### config.mk
export PLATFORM = sky130hd
export DESIGN_NAME = code_loader
export DESIGN_NICKNAME = d
export VERILOG_FILES = /design/src/rtl/loader_pkg.sv /design/src/rtl/byte_assembler.sv /design/src/rtl/code_loader.sv
export SDC_FILE = /design/constraint.sdc
export NUM_CORES = 1
export LEC_CHECK = 0
export ABC_AREA = 1
export CELL_PAD_IN_SITES_DETAIL_PLACEMENT = 0
export CELL_PAD_IN_SITES_GLOBAL_PLACEMENT = 1
export CORE_MARGIN = 10
export CORE_UTILIZATION = 35
export DETAILED_ROUTE_END_ITERATION = 7
export DONT_BUFFER_PORTS = 1
export PLACE_DENSITY_LB_ADDON = 0.05
export SLEW_MARGIN = 25
export SYNTH_ARGS = -nofsm -noshare
export SYNTH_HDL_FRONTEND = slang
export SYNTH_HIERARCHICAL = 1
export SYNTH_SLANG_ARGS = --single-unit
### constraint.sdc
create_clock -name clk -period 9.75 [get_ports clk]
set_input_delay 1.95 -clock clk [delete_from_list [all_inputs] [get_ports clk]]
set_output_delay 1.95 -clock clk [all_outputs]
set_load 0.05 [all_outputs]
### src/rtl/loader_pkg.sv
// Shared types and helpers for the code loader.
//   loader_state_t  : FSM encoding (length header, data words, finished)
//   BYTES_PER_WORD  : bytes assembled into one 32-bit instruction word
//   shift_in_byte() : folds one received byte into the word accumulator
package loader_pkg;

    typedef enum logic [1:0] {
        S_LEN  = 2'd0,
        S_DATA = 2'd1,
        S_DONE = 2'd2
    } loader_state_t;

    localparam int BYTES_PER_WORD = 4;

    // Little-endian shifts new bytes in from the top so the first byte ends up
    // in [7:0]; big-endian shifts in from the bottom so the first byte ends up
    // in [31:24].
    function automatic logic [31:0] shift_in_byte(input logic [31:0] acc,
                                                  input logic [7:0]  data,
                                                  input logic        big_endian);
        logic [31:0] res;
        if (big_endian) begin
            res = {acc[23:0], data};
        end else begin
            res = {data, acc[31:8]};
        end
        return res;
    endfunction

endpackage

### src/rtl/byte_assembler.sv
// Collects four bytes into one 32-bit word.
//   clk, rst    : clock and asynchronous active-high reset
//   clear       : synchronous clear of the byte counter and accumulator
//   byte_en     : byte_data holds a byte to accept this cycle
//   byte_data   : incoming byte
//   word_valid  : combinational pulse in the cycle the 4th byte is accepted
//   word        : completed word, valid while word_valid is high
module byte_assembler
    import loader_pkg::*;
#(
    parameter bit BIG_ENDIAN = 1'b0
) (
    input  logic        clk,
    input  logic        rst,
    input  logic        clear,
    input  logic        byte_en,
    input  logic [7:0]  byte_data,
    output logic        word_valid,
    output logic [31:0] word
);

    logic [1:0]  cnt_r;
    logic [31:0] shift_r;
    logic [31:0] next_s;

    assign next_s = shift_in_byte(shift_r, byte_data, BIG_ENDIAN);

    // The word is presented combinationally with its last byte so the loader
    // can register the memory write on that same edge.
    always_comb begin
        word_valid = 1'b0;
        word       = next_s;
        if (byte_en && (cnt_r == 2'(BYTES_PER_WORD - 1))) begin
            word_valid = 1'b1;
        end else begin
            word_valid = 1'b0;
        end
    end

    // Byte counter and accumulator; the 2-bit counter wraps to 0 after byte 4.
    always_ff @(posedge clk or posedge rst) begin
        if (rst) begin
            cnt_r   <= 2'd0;
            shift_r <= 32'd0;
        end else if (clear) begin
            cnt_r   <= 2'd0;
            shift_r <= 32'd0;
        end else if (byte_en) begin
            cnt_r   <= cnt_r + 2'd1;
            shift_r <= next_s;
        end else begin
            cnt_r   <= cnt_r;
            shift_r <= shift_r;
        end
    end

endmodule

### src/rtl/code_loader.sv
// Loads a program frame from the UART byte stream into the code memory.
// Frame: 4-byte word count N, then N 32-bit words written to addresses 0..N-1.
//   clk, rst          : clock and asynchronous active-high reset
//   rx_valid, rx_data : received byte strobe and data
//   restart           : re-arm for a new frame (only acted on when done)
//   we, w_addr, w_data: registered code memory write port
//   loading, done     : frame in progress / frame complete
//   overflow          : sticky, a word addressed above CODE_SIZE was dropped
//   words_loaded      : words accepted in the current frame
module code_loader
    import loader_pkg::*;
#(
    parameter int unsigned CODE_SIZE  = 32'd32767,
    parameter bit          BIG_ENDIAN = 1'b0
) (
    input  logic        clk,
    input  logic        rst,
    input  logic        rx_valid,
    input  logic [7:0]  rx_data,
    input  logic        restart,
    output logic        we,
    output logic [31:0] w_addr,
    output logic [31:0] w_data,
    output logic        loading,
    output logic        done,
    output logic        overflow,
    output logic [31:0] words_loaded
);

    loader_state_t state_r;
    logic [31:0]   n_r;
    logic [31:0]   addr_r;
    logic [31:0]   words_r;
    logic          we_r;
    logic [31:0]   w_addr_r;
    logic [31:0]   w_data_r;
    logic          loading_r;
    logic          done_r;
    logic          overflow_r;

    logic          rx_accept_s;
    logic          rearm_s;
    logic          word_valid_s;
    logic [31:0]   word_s;
    logic [31:0]   words_next_s;

    // Bytes arriving after the frame is complete never reach the assembler.
    assign rx_accept_s  = rx_valid && (state_r != S_DONE);
    assign rearm_s      = restart && (state_r == S_DONE);
    assign words_next_s = words_r + 32'd1;

    byte_assembler #(
        .BIG_ENDIAN (BIG_ENDIAN)
    ) u_asm (
        .clk        (clk),
        .rst        (rst),
        .clear      (rearm_s),
        .byte_en    (rx_accept_s),
        .byte_data  (rx_data),
        .word_valid (word_valid_s),
        .word       (word_s)
    );

    // Frame FSM, counters and the registered write port.
    always_ff @(posedge clk or posedge rst) begin
        if (rst) begin
            state_r    <= S_LEN;
            n_r        <= 32'd0;
            addr_r     <= 32'd0;
            words_r    <= 32'd0;
            we_r       <= 1'b0;
            w_addr_r   <= 32'd0;
            w_data_r   <= 32'd0;
            loading_r  <= 1'b0;
            done_r     <= 1'b0;
            overflow_r <= 1'b0;
        end else begin
            we_r <= 1'b0;
            case (state_r)
                S_LEN: begin
                    if (rx_accept_s) begin
                        loading_r <= 1'b1;
                    end
                    if (word_valid_s) begin
                        n_r <= word_s;
                        if (word_s == 32'd0) begin
                            state_r   <= S_DONE;
                            done_r    <= 1'b1;
                            loading_r <= 1'b0;
                        end else begin
                            state_r <= S_DATA;
                            addr_r  <= 32'd0;
                        end
                    end
                end
                S_DATA: begin
                    if (word_valid_s) begin
                        // Words beyond the memory are counted but not written.
                        if (addr_r <= CODE_SIZE) begin
                            we_r     <= 1'b1;
                            w_addr_r <= addr_r;
                            w_data_r <= word_s;
                        end else begin
                            overflow_r <= 1'b1;
                        end
                        addr_r  <= addr_r + 32'd1;
                        words_r <= words_next_s;
                        if (words_next_s == n_r) begin
                            state_r   <= S_DONE;
                            done_r    <= 1'b1;
                            loading_r <= 1'b0;
                        end
                    end
                end
                S_DONE: begin
                    loading_r <= 1'b0;
                    if (restart) begin
                        state_r    <= S_LEN;
                        done_r     <= 1'b0;
                        words_r    <= 32'd0;
                        addr_r     <= 32'd0;
                        overflow_r <= 1'b0;
                    end
                end
                default: begin
                    state_r   <= S_LEN;
                    loading_r <= 1'b0;
                    done_r    <= 1'b0;
                end
            endcase
        end
    end

    assign we           = we_r;
    assign w_addr       = w_addr_r;
    assign w_data       = w_data_r;
    assign loading      = loading_r;
    assign done         = done_r;
    assign overflow     = overflow_r;
    assign words_loaded = words_r;

endmodule

==> results.md, run 1 <==
- Crit-path max cell delay: 0.53 ns
- Clock Path Buffers: 2
- Async set-reset flop share out of synthesis: 100%
- Power per Cell Area: 260 nW/um^2
- GPL Wtd Cong: 0.826
- WL/cell: 18.5 um
- Synth cell types: 37
- Status: finished clean
- ANT nets after route: 0
- R2r setup slk: 5.93 ns
- Worst Skew: 0.0135 ns
- Antenna fix cells: 0
- Max Cap Viol: 0
- Mux share of post-synthesis cell area: 0%
- Post-synthesis adder-cell area fraction: 0.747%
- Sw Share: 43.9%
- Largest net degree at the start of global routing: 113
- Setup TNS: 0 ns
- Main combinational cell family by area after synthesis: simple AND/OR/NAND/NOR gates
- PortBufs: 0
- Core Area: 28100 sq um
- Drt pass-1 iters: 5
- Post-synth EDFFs: 0
- Crit path time final: 4.54 ns
- Pwr Total: 2.87 mW
- Cts repair resizes: 0
- Worst Path Required: 10.08 ns
- Hold_buf cts: 0
- First-pass GRT wire length: 47600 um
- CTS tree: built
- Syn nets: 1312
- Layout Area Growth over Synthesis: 9.56%
- Switch Pwr: 1.26 mW
- Sequential fraction of the synthesis area: 47.8%
- Commonest cells in the netlist: nand2_1, dfrtp_1, inv_1, o21ai_0, nor2_1
- Starting Density: 35.8%
- Mapped Area: 10000 sq um
- P_leak: 5.02 nW
- Hold Path Class: flop to flop
- Post-synth top area share: 47.8%
- WP buf/inv: 6
- Final-report max-slew violation count: 0
- Die H: 189 um
- Via Count: 8186
- Reg power frac: 49.2%
- Horiz. Die Dim: 189 um
- Syn Area/Cell: 7.76 sq um
- Vias per cell: 4.93
- Final WL: 30700 um
- Internal Dissipation: 1.61 mW
- FP Rows: 61
- Htree depth: 4
- Clock Latency Late Sink: 0.45 ns
- Crit path top cell by count: inv_1
- DRC Markers: 0
- Simple-gate portion of the synthesized area: 32.1%
- Die Area: 35900 sq um
- I/O pin count: 112
- Fmax: 220 MHz
- CTS clk-pin slew, worst paths: 0.07 ns
- Post-Syn Instances: 1294
- Xor and xnor area share after synthesis: 2.58%
- CTS sink cnt: 192
- Share of cells above drive strength 1: 6.79%
- Placed cell count: 1626
- RSZ-0062 raised after global routing: no
- CP Class: primary input to flop
- #FFs+latches synth: 192
- Setup violators final: 0
- Most common cell in the netlist: nand2_1
- Post-Layout Cell Count: 1660
- Peak supply drop: 148 uV
- Vias in the first global route: 7663
- Largest cells by area after synthesis: dfrtp_1, nand2_1, o21ai_0
- Logic pwr share: 23.8%
- Synth Area in Compound Gates: 8.61%
- Synth area leader: dfrtp_1
- Measured slew at the worst slew-check pin: 0.803 ns
- Post-CTS Setup Inserts: 0
- Worst setup EP type: flop
- Final-report hold violation count: 0
- Clock Tree Root: clkbuf_16
- Worst setup SP type: primary input
- Worst-path cell with the longest stage delay: nor2_4
- Total track usage: 17.0%
- Fillers: 3024
- Post-detail-place hpwl: 22400 um
- Gr ovfl total: 0
- Slew HR: 46.5%
- Number of buffers created by CTS: 17
- Crit-path max FO: 40
- Worst Path Arrival: 4.87 ns
- Layout net count: 1287
- DRT iter0 DRCs: 664
- Top_reg_cell synth: dfrtp_1
- Initial antenna violation count: 0
- Tcrit/Tclk final: 46.6%
- Clock Power Share: 27.0%
- Kind of cell adding the most delay to the critical path: buffers and inverters
- Worst path cell trace: inv_1 -> nor2_4 -> nand2_1 -> inv_1 -> inv_1 -> a21oi_1 -> inv_1 -> nor2_1 -> nand2_1 -> buf_4 -> inv_1 -> nand2_1 -> o21ai_0 -> a21oi_1
- Synth warn: 6
==> power by group through the flow <==
stage / sequential [mW] / combinational (mW) / clock, mW
finish: 1.41 / 0.683 / 0.774
global route: 1.44 / 0.792 / 0.820
CTS: 1.41 / 0.682 / 0.796
detailed placement: 1.43 / 0.680 / 0
global placement: 1.43 / 0.672 / 0
floorplan: 1.34 / 0.519 / 0
==> tightest hold or removal path: stages (launching register included) <==
cell and delay (ns):
dfrtp_1 0.34, nand2_1 0.05, nand2_1 0.05
==> final timing paths <==
check                                      start          endpoint  depth (start not counted)
min in group asynchronous                    rst        w_data[17]                          1
worst min register to register  u_asm/shift_r[9]  u_asm/shift_r[9]                          2
worst max register to register        state_r[0]         addr_r[5]                         15
worst min-delay path            u_asm/shift_r[9]  u_asm/shift_r[9]                          2
worst max-delay path                    rx_valid         addr_r[5]                         14
max in group asynchronous                    rst        addr_r[16]                          2
==> area by class of cell <==
class,instances,area (sq um),share of cell area [%]
Clock buffer,18,439,3.99
Inverter,146,556,5.05
Tap cell,378,473,4.30
Clock inverter,14,191,1.74
Timing Repair Buffer,6,88.8,0.807
Sequential cell,192,4800,43.6
Multi-Input combinational cell,906,4460,40.5
==> placed cells by master, fill, tap and decap left out, types with 3 or more instances in the layout <==
master / netlist / layout
ha_1: 6 / 6
nand3_2: 22 / 22
bufinv_16: 0 / 3
buf_4: 8 / 3
nand2_2: 3 / 3
o22ai_1: 14 / 14
dfrtp_1: 192 / 192
nor2_1: 93 / 92
nand3b_1: 17 / 17
o21ai_0: 115 / 115
inv_8: 0 / 3
nand4_1: 25 / 25
inv_2: 3 / 5
nand2_4: 2 / 3
inv_6: 0 / 5
nor2_2: 4 / 4
xnor2_1: 11 / 11
nor3_1: 21 / 20
nor4_1: 8 / 8
nor2_4: 5 / 6
nand3_1: 92 / 92
o31ai_1: 18 / 18
clkbuf_16: 0 / 17
inv_1: 142 / 139
a21oi_1: 6 / 6
nand2_1: 416 / 414
xor2_1: 16 / 16
==> registers in the layout, indices dropped and copies added (netlist names) <==
signal and count:
u_asm/cnt_r 2, we 1, u_asm/shift_r 24, loading 1, done 1, w_data 32
overflow 1, w_addr 32, addr_r 32, n_r 32, words_loaded 32, state_r 2
==> metal layers <==
metal	routed length, um	GRT usage [%]	vias to the layer above
li1	-	-	4141
met1	15800	25.6	3843
met2	12700	23.6	182
met3	1930	4.48	20
met4	331	3.75	0
met5	0	0	-
==> cell families (layout without fill, tap and decap cells) <==
| kind of cell | after synthesis | after routing |
|---|---|---|
| buf+inv | 196 | 184 |
| simple gates | 714 | 714 |
| compound gates | 158 | 158 |
| xor+xnor | 28 | 28 |
| fa+ha+maj | 6 | 6 |
| flops | 192 | 192 |
==> metrics by stage <==
step / hold slack [ns] / worst slack [ns] / instance area [sq um] / util, %
global route: 0.486 / 4.94 / 11000 / 39.2
CTS: 0.477 / 5.08 / 10900 / 38.9
global placement: 0.456 / 4.64 / 10300 / 36.7
detailed placement: 0.459 / 4.60 / 10300 / 36.7
floorplan: 0.442 / 3.31 / 10000 / -
finish: 0.470 / 5.21 / 11000 / 39.2
Note: power is estimated with default switching activity, not from simulation.
==> run 2: changes to the inputs <==
--- a/config.mk
+++ b/config.mk
@@ -5,7 +5,7 @@
 export SDC_FILE = /design/constraint.sdc
 export NUM_CORES = 1
 export LEC_CHECK = 0
-export ABC_AREA = 1
+export ABC_AREA = 0
 export CELL_PAD_IN_SITES_DETAIL_PLACEMENT = 0
 export CELL_PAD_IN_SITES_GLOBAL_PLACEMENT = 1
 export CORE_MARGIN = 10
==> constraint.sdc (replaced) <==
create_clock -name clk -period 4.2 [get_ports clk]
set_input_delay 0.84 -clock clk [delete_from_list [all_inputs] [get_ports clk]]
set_output_delay 0.84 -clock clk [all_outputs]
set_load 0.05 [all_outputs]
==> run 2 against run 1 <==
  * Area after synthesis down 5.7%
  * Wire length decreased by 17%
  * Count of clock-buffer cells in the layout unchanged
  * Clock skew rose by 0.0047 ns
  * Critical path type is now flop to flop
  * Critical endpoint is now state_r[0]
  * Largest power group unchanged
==> results.md, run 2 <==
- Post-synth EDFFs: 0 (unchanged)
- Clock Tree Root: clkbuf_16
- Mapped Area: 9470 sq um (-5.7%)
- #FFs+latches synth: 192 (unchanged)
- Reg power frac: 50.6% (+1.4 points)
- P_leak: 4.71 nW (-6.1%)
- Slew HR: 30.2% (-16 points)
- R2r worst-path depth: 10 (-5)
- Most common cell in the netlist: dfrtp_1
- Crit-path max FO: 11 (-73%)
- Synth cell types: 70 (+89%)
- Crit path time final: 3.45 ns
- Worst path cell trace: buf_4 -> ha_1 -> nand4_4 -> or4_4 -> nor4b_2 -> o2bb2ai_1 -> nor4_2 -> nand4_2 -> a21oi_2 -> o21ba_1
- Clock Path Buffers: 2 (unchanged)
- Peak supply drop: 274 uV (+85%)
- Gr ovfl total: 0 (unchanged)
- RSZ-0062 raised after global routing: no
- Fmax: 290 MHz
- Setup ws final: 0.754 ns (-4.46 ns)
- Syn nets: 895 (-32%)
- Vias in the first global route: 6764 (-12%)
- Hold Path Class: primary input to async pin
- CP Class: flop to flop
- Post-synth top area share: 50.7% (+2.9 points)
- Via Count: 6556 (-20%)
- Max Cap Viol: 0 (unchanged)
- Sw Share: 41.1% (-2.8 points)
- Async set-reset flop share out of synthesis: 100% (unchanged)
- Post-detail-place hpwl: 18300 um (-19%)
- Post-CTS Setup Inserts: 0 (unchanged)
- Antenna fix cells: 0 (unchanged)
- Most frequent cells in the layout: dfrtp_1, nor2_1, mux2_2
- Synth area leader: dfrtp_1
- Syn Area/Cell: 10.8 sq um (+39%)
- Final WL: 25500 um (-17%)
- Final-report max-slew violation count: 0 (unchanged)
- Clock Power Share: 25.9% (-1.1 points)
- Fillers: 2604 (-14%)
- First-pass GRT wire length: 41200 um (-14%)
- Crit-path max cell delay: 0.71 ns (+0.18 ns)
- ANT nets after route: 0 (unchanged)
- Pre-CTS setup slack: 0.772 ns (-3.83 ns)
- Worst Path Required: 4.52 ns (-5.56 ns)
- Internal Dissipation: 3.73 mW (+130%)
- Tcrit/Tclk final: 82.0%
- Horiz. Die Dim: 185 um (-2.6%)
- Top_reg_cell synth: dfrtp_1
- Number of buffers created by CTS: 17 (unchanged)
- Die Area: 34000 sq um (-5.1%)
- Most common cell after layout, fill and taps aside: dfrtp_1
- WL/cell: 20.9 um (+13%)
- DRC Markers: 0 (unchanged)
- R2r setup slk: 0.75 ns (-5.18 ns)
- Worst hold slack: 0.356 ns (-0.114 ns)
- Sequential fraction of the synthesis area: 50.7% (+2.9 points)
- Power per Cell Area: 606 nW/um^2 (+130%)
- I/O pin count: 112 (unchanged)
- Switch Pwr: 2.60 mW (+110%)
- Core Area: 26800 sq um (-4.6%)
- FP Rows: 60 (-1.6%)
- Layout net count: 888 (-31%)
- Synth warn: 6 (unchanged)
- Reg2Reg Capture Point: state_r[0]
- Setup TNS: 0 ns (unchanged)
- Htree depth: 4 (unchanged)
- R2R Path Start: words_loaded[0]
- Share of cells above drive strength 1: 19.1% (+12 points)
- Post-Syn Instances: 877 (-32%)
- Status: finished clean
- Logic pwr share: 23.5% (-0.3 points)
- Worst Skew: 0.0182 ns (+0.00469 ns)
- Commonest cells in the netlist: dfrtp_1, nor2_1, mux2_2, o21ai_0, nand2_1
- Starting Density: 35.3% (-0.43 points)
- Worst setup EP type: flop
- CTS tree: built
- Clock Latency Late Sink: 0.43 ns (-0.02 ns)
- GPL Wtd Cong: 0.869 (+5.2%)
- PortBufs: 0 (unchanged)
- Final-report hold violation count: 0 (unchanged)
- Initial antenna violation count: 1 (+1)
- CTS sink cnt: 192 (unchanged)
- Cts repair resizes: 0 (unchanged)
- Layout Area Growth over Synthesis: 10.4%
- Worst Path Arrival: 3.76 ns (-1.11 ns)
- Largest cells by area after synthesis: dfrtp_1, mux2_2, nor2_1
- Worst-path cell with the longest stage delay: or4_4
- Setup violators final: 0 (unchanged)
- Hold_buf cts: 0 (unchanged)
- Total track usage: 15.4% (-1.6 points)
- Measured slew at the worst slew-check pin: 1.05 ns (+0.244 ns)
- Vias per cell: 5.36 (+8.6%)
- Die H: 185 um (-2.6%)
- CTS clk-pin slew, worst paths: 0.08 ns (about the same)
- DRT iter0 DRCs: 634 (-4.5%)
- Largest net degree at the start of global routing: 167 (+48%)
- Worst setup SP type: flop
- Drt pass-1 iters: 5 (unchanged)
==> run 2: cell types whose count changed after synthesis, sizes merged, moves of 16 or more <==
cell,delta
inv,-129
mux2,+79
mux2i,+26
nand2,-375
nand3,-82
nand3b,-16
nor2b,+21
nor4,+19
o21ai,-57
xnor2,+28
==> run 2: through the flow <==
step | power, mW | std cells | instance area (sq um) | utilization, %
final | 6.33 | 1224 | 10500 | 39.0
after global routing | 6.70 | 1224 | 10500 | 39.0
after global placement | 4.74 | 1192 | 9850 | 36.8
after detailed placement | 4.77 | 1192 | 9850 | 36.8
after floorplan | 4.24 | 877 | 9480 | -
after CTS | 6.45 | 1224 | 10500 | 39.0
==> run 2: final cells by class <==
class                      count  area (sq um)  area share, %
inverter                      17          67.6          0.646
tap                          341           427           4.08
clock inverter                14           168           1.60
multi-input combinational    614          4320           41.4
timing repair buffer          28           235           2.25
sequential                   192          4800           46.0
clock buffer                  18           429           4.11
==> run 2: cell families (layout without fill, tap and decap cells) <==
family | after synthesis | in the layout | share of synthesized area (%)
compound gates | 124 | 124 | 8.30
fa+ha+maj | 6 | 6 | 0.792
xor+xnor | 70 | 70 | 6.47
buf+inv | 71 | 77 | 3.99
mux | 105 | 105 | 12.1
flops | 192 | 192 | 50.7
simple gates | 309 | 309 | 17.6
==> run 2: worst max-delay path by stage <==
stage	startpoint	endpoint
after floorplan	words_loaded[0]	state_r[0]
after global placement	words_loaded[0]	state_r[0]
after detailed placement	words_loaded[0]	state_r[0]
after CTS	words_loaded[0]	state_r[0]
after global routing	words_loaded[0]	loading
final	words_loaded[0]	state_r[0]
==> run 2: worst max-delay path: cells and delay by family (launching register included) <==
| kind | cells | cell delay, ns |
|---|---|---|
| fa+ha+maj | 1 | 0.39 |
| flops | 1 | 0.33 |
| buf+inv | 1 | 0.24 |
| simple gates | 5 | 1.85 |
| compound gates | 3 | 0.51 |
==> run 2: per-layer routing <==
layer  GRT usage [%]  part of all wire (%)  up-vias
li1                -                     -     3097
met1            19.6                    44     3342
met2            25.8                    50      105
met3            3.94                   5.2       10
met4            3.34                  0.70        2
met5               0                 0.051        -
==> run 2: power groups by stage <==
stage               Combinational (mW)  Clock, mW  Sequential (mW)
floorplan                         1.21          0             3.03
global placement                  1.49          0             3.25
detailed placement                1.51          0             3.26
CTS                               1.52       1.70             3.22
global route                      1.66       1.78             3.27
finish                            1.49       1.64             3.21
==> run 3: changes to the inputs <==
--- a/config.mk
+++ b/config.mk
@@ -5,7 +5,7 @@
 export SDC_FILE = /design/constraint.sdc
 export NUM_CORES = 1
 export LEC_CHECK = 0
-export ABC_AREA = 0
+export ABC_AREA = 1
 export CELL_PAD_IN_SITES_DETAIL_PLACEMENT = 0
 export CELL_PAD_IN_SITES_GLOBAL_PLACEMENT = 1
 export CORE_MARGIN = 10
==> constraint.sdc (replaced) <==
create_clock -name clk -period 3.19 [get_ports clk]
set_input_delay 0.638 -clock clk [delete_from_list [all_inputs] [get_ports clk]]
set_output_delay 0.638 -clock clk [all_outputs]
set_load 0.05 [all_outputs]
==> run 3 against run 2 <==
  * Non-clock buffer count increased by 11
  * Fmax rose by 21%
  * Critical path depth increased by 4
  * Worst setup slack got worse by 0.40 ns
  * Register-to-register slack worse by 0.40 ns
  * Sequential power grew 32%
  * Total power is 35% higher
  * Hold slack worse by 0.22 ns
  * Clock skew increased by 0.0020 ns
  * Utilization increased by 0.91 points
  * Largest cell class unchanged
==> results.md, run 3 (synthesized netlist as in run 1, its figures left out) <==
- Fillers: 3017 (+16%)
- Number of buffers created by CTS: 17 (unchanged)
- RSZ-0062 raised after global routing: no
- I/O pin count: 112 (unchanged)
- DRT iter0 DRCs: 517 (-18%)
- Final-report hold violation count: 0 (unchanged)
- Clock Latency Late Sink: 0.43 ns (about the same)
- Vias per cell: 4.92 (-8.1%)
- Share of cells above drive strength 1: 9.05% (-10 points)
- Switch Pwr: 3.87 mW (+49%)
- Final WL: 30400 um (+19%)
- Via Count: 8337 (+27%)
- Die Area: 35900 sq um (+5.4%)
- Setup ws final: 0.350 ns (-0.404 ns)
- Multi-input logic area: 4440 sq um (+2.7%)
- Largest net degree at the start of global routing: 103 (-38%)
- ANT nets after route: 0 (unchanged)
- Internal Dissipation: 4.71 mW (+26%)
- Horiz. Die Dim: 189 um (+2.7%)
- FP Rows: 61 (+1.7%)
- Measured slew at the worst slew-check pin: 0.963 ns (-0.0835 ns)
- Core Area: 28100 sq um (+4.8%)
- Htree depth: 4 (unchanged)
- Post-route cell area: 11200 sq um (+7.3%)
- CP Class: flop to flop
- WL/cell: 17.9 um (-14%)
- Most frequent cells in the layout: nand2_1, dfrtp_1, inv_1
- Final-report max-slew violation count: 0 (unchanged)
- Vias in the first global route: 8095 (+20%)
- Hold Path Class: primary input to async pin
- Power per Cell Area: 765 nW/um^2 (+26%)
- CTS sink cnt: 192 (unchanged)
- Worst setup EP type: flop
- Peak supply drop: 500 uV (+82%)
- Clock Tree Root: clkbuf_16
- Post-Place Cell Area: 10600 sq um (+7.6%)
- Worst Path Arrival: 3.15 ns (-0.61 ns)
- Antenna fix cells: 0 (unchanged)
- Worst hold slack: 0.132 ns (-0.224 ns)
- Layout Area Growth over Synthesis: 11.6%
- Slew HR: 35.6% (+5.3 points)
- GPL Wtd Cong: 0.842 (-3.1%)
- CTS tree: built
- Logic pwr share: 24.7% (+1.2 points)
- Cts repair resizes: 0 (unchanged)
- First-pass GRT wire length: 48300 um (+17%)
- DRC Markers: 0 (unchanged)
- Reg power frac: 49.4% (-1.2 points)
- PortBufs: 0 (unchanged)
- Die H: 189 um (+2.7%)
- Worst Skew: 0.0203 ns (+0.00204 ns)
- Tcrit/Tclk final: 89.0% (+7.0 points)
- Starting Density: 35.8% (+0.43 points)
- Worst Path Required: 3.50 ns (-1.02 ns)
- Worst setup SP type: flop
- Crit-path max FO: 22 (+11)
- CTS clk-pin slew, worst paths: 0.09 ns (about the same)
- Hold_buf cts: 0 (unchanged)
- Drt pass-1 iters: 7 (+2)
- Post-detail-place hpwl: 22400 um (+23%)
- Setup violators final: 0 (unchanged)
- Fin util: 39.9% (+0.91 points)
- Layout net count: 1320 (+49%)
- Setup TNS: 0 ns (unchanged)
- Total track usage: 17.0% (+1.6 points)
- Post-Layout Cell Count: 1693 (+38%)
- Initial antenna violation count: 0 (-1)
- Fmax: 352 MHz (+21%)
- Pwr Total: 8.58 mW (+35%)
- Placed cell count: 1661 (+39%)
- Clock Path Buffers: 2 (unchanged)
- Max Cap Viol: 0 (unchanged)
- P_leak: 5.18 nW (+9.9%)
- Crit path time final: 2.84 ns (-0.606 ns)
- Clock Power Share: 25.9% (about the same)
- Sw Share: 45.1% (+4.0 points)
- Most common cell after layout, fill and taps aside: nand2_1
- Pre-CTS setup slack: 0.394 ns (-0.378 ns)
- Gr ovfl total: 0 (unchanged)
- Sequential Area: 4800 sq um (unchanged)
- Post-CTS Setup Inserts: 0 (unchanged)
- Status: finished clean
run 3: cell types whose count changed in the layout (fill, tap and decap cells not counted), moves of 28 or more:
| cell | before | now |
|---|---|---|
| nand3_1 | 30 | 92 |
| nand2_1 | 46 | 414 |
| o21ai_0 | 57 | 115 |
| inv_1 | 15 | 140 |
| mux2_2 | 79 | 0 |
| xnor2_1 | 39 | 11 |
run 3: layer usage:
layer	GRT usage (%)	part of all wire [%]
met1	25.4	52
met2	24.4	41
met3	4.04	5.8
met4	3.39	0.78
met5	0	0
run 3: path summary, 6_finish.rpt:
check | startpoint | to | slack (ns) | cells past startpoint
worst max-delay path | state_r[0] | addr_r[5] | 0.35 | 14
max in group asynchronous | rst | words_loaded[29] | 2.54 | 2
worst max register to register | state_r[0] | addr_r[5] | 0.35 | 14
min in group clk | rx_data[1] | u_asm/shift_r[25] | 0.33 | 2
worst min-delay path | rst | u_asm/shift_r[25] | 0.13 | 1
worst min register to register | u_asm/shift_r[10] | u_asm/shift_r[10] | 0.47 | 2
run 3: layout make-up:
cell class,instances,area share (%)
clock buffer,17,3.79
multi-input combinational,906,39.6
sequential,192,42.9
tap,378,4.22
timing repair buffer,39,2.95
clock inverter,15,1.63
inverter,146,4.94
run 3: power groups by stage:
stage,clock network [mW],registers [mW],logic [mW]
after CTS,2.29,4.25,2.17
final,2.22,4.24,2.12
after floorplan,0,4.09,1.59
after detailed placement,0,4.30,2.16
after global routing,2.38,4.32,2.45
after global placement,0,4.29,2.15
run 3: worst max-delay path: stages (launching register included):
cell	delay (ns)
dfrtp_1	0.38
inv_1	0.07
ha_1	0.25
nor2_4	0.13
nand2_1	0.05
inv_1	0.15
inv_1	0.10
a21oi_1	0.30
inv_1	0.10
nor2_1	0.10
nand2_1	0.08
inv_1	0.52
nand2_1	0.28
o21ai_0	0.15
a21oi_1	0.06
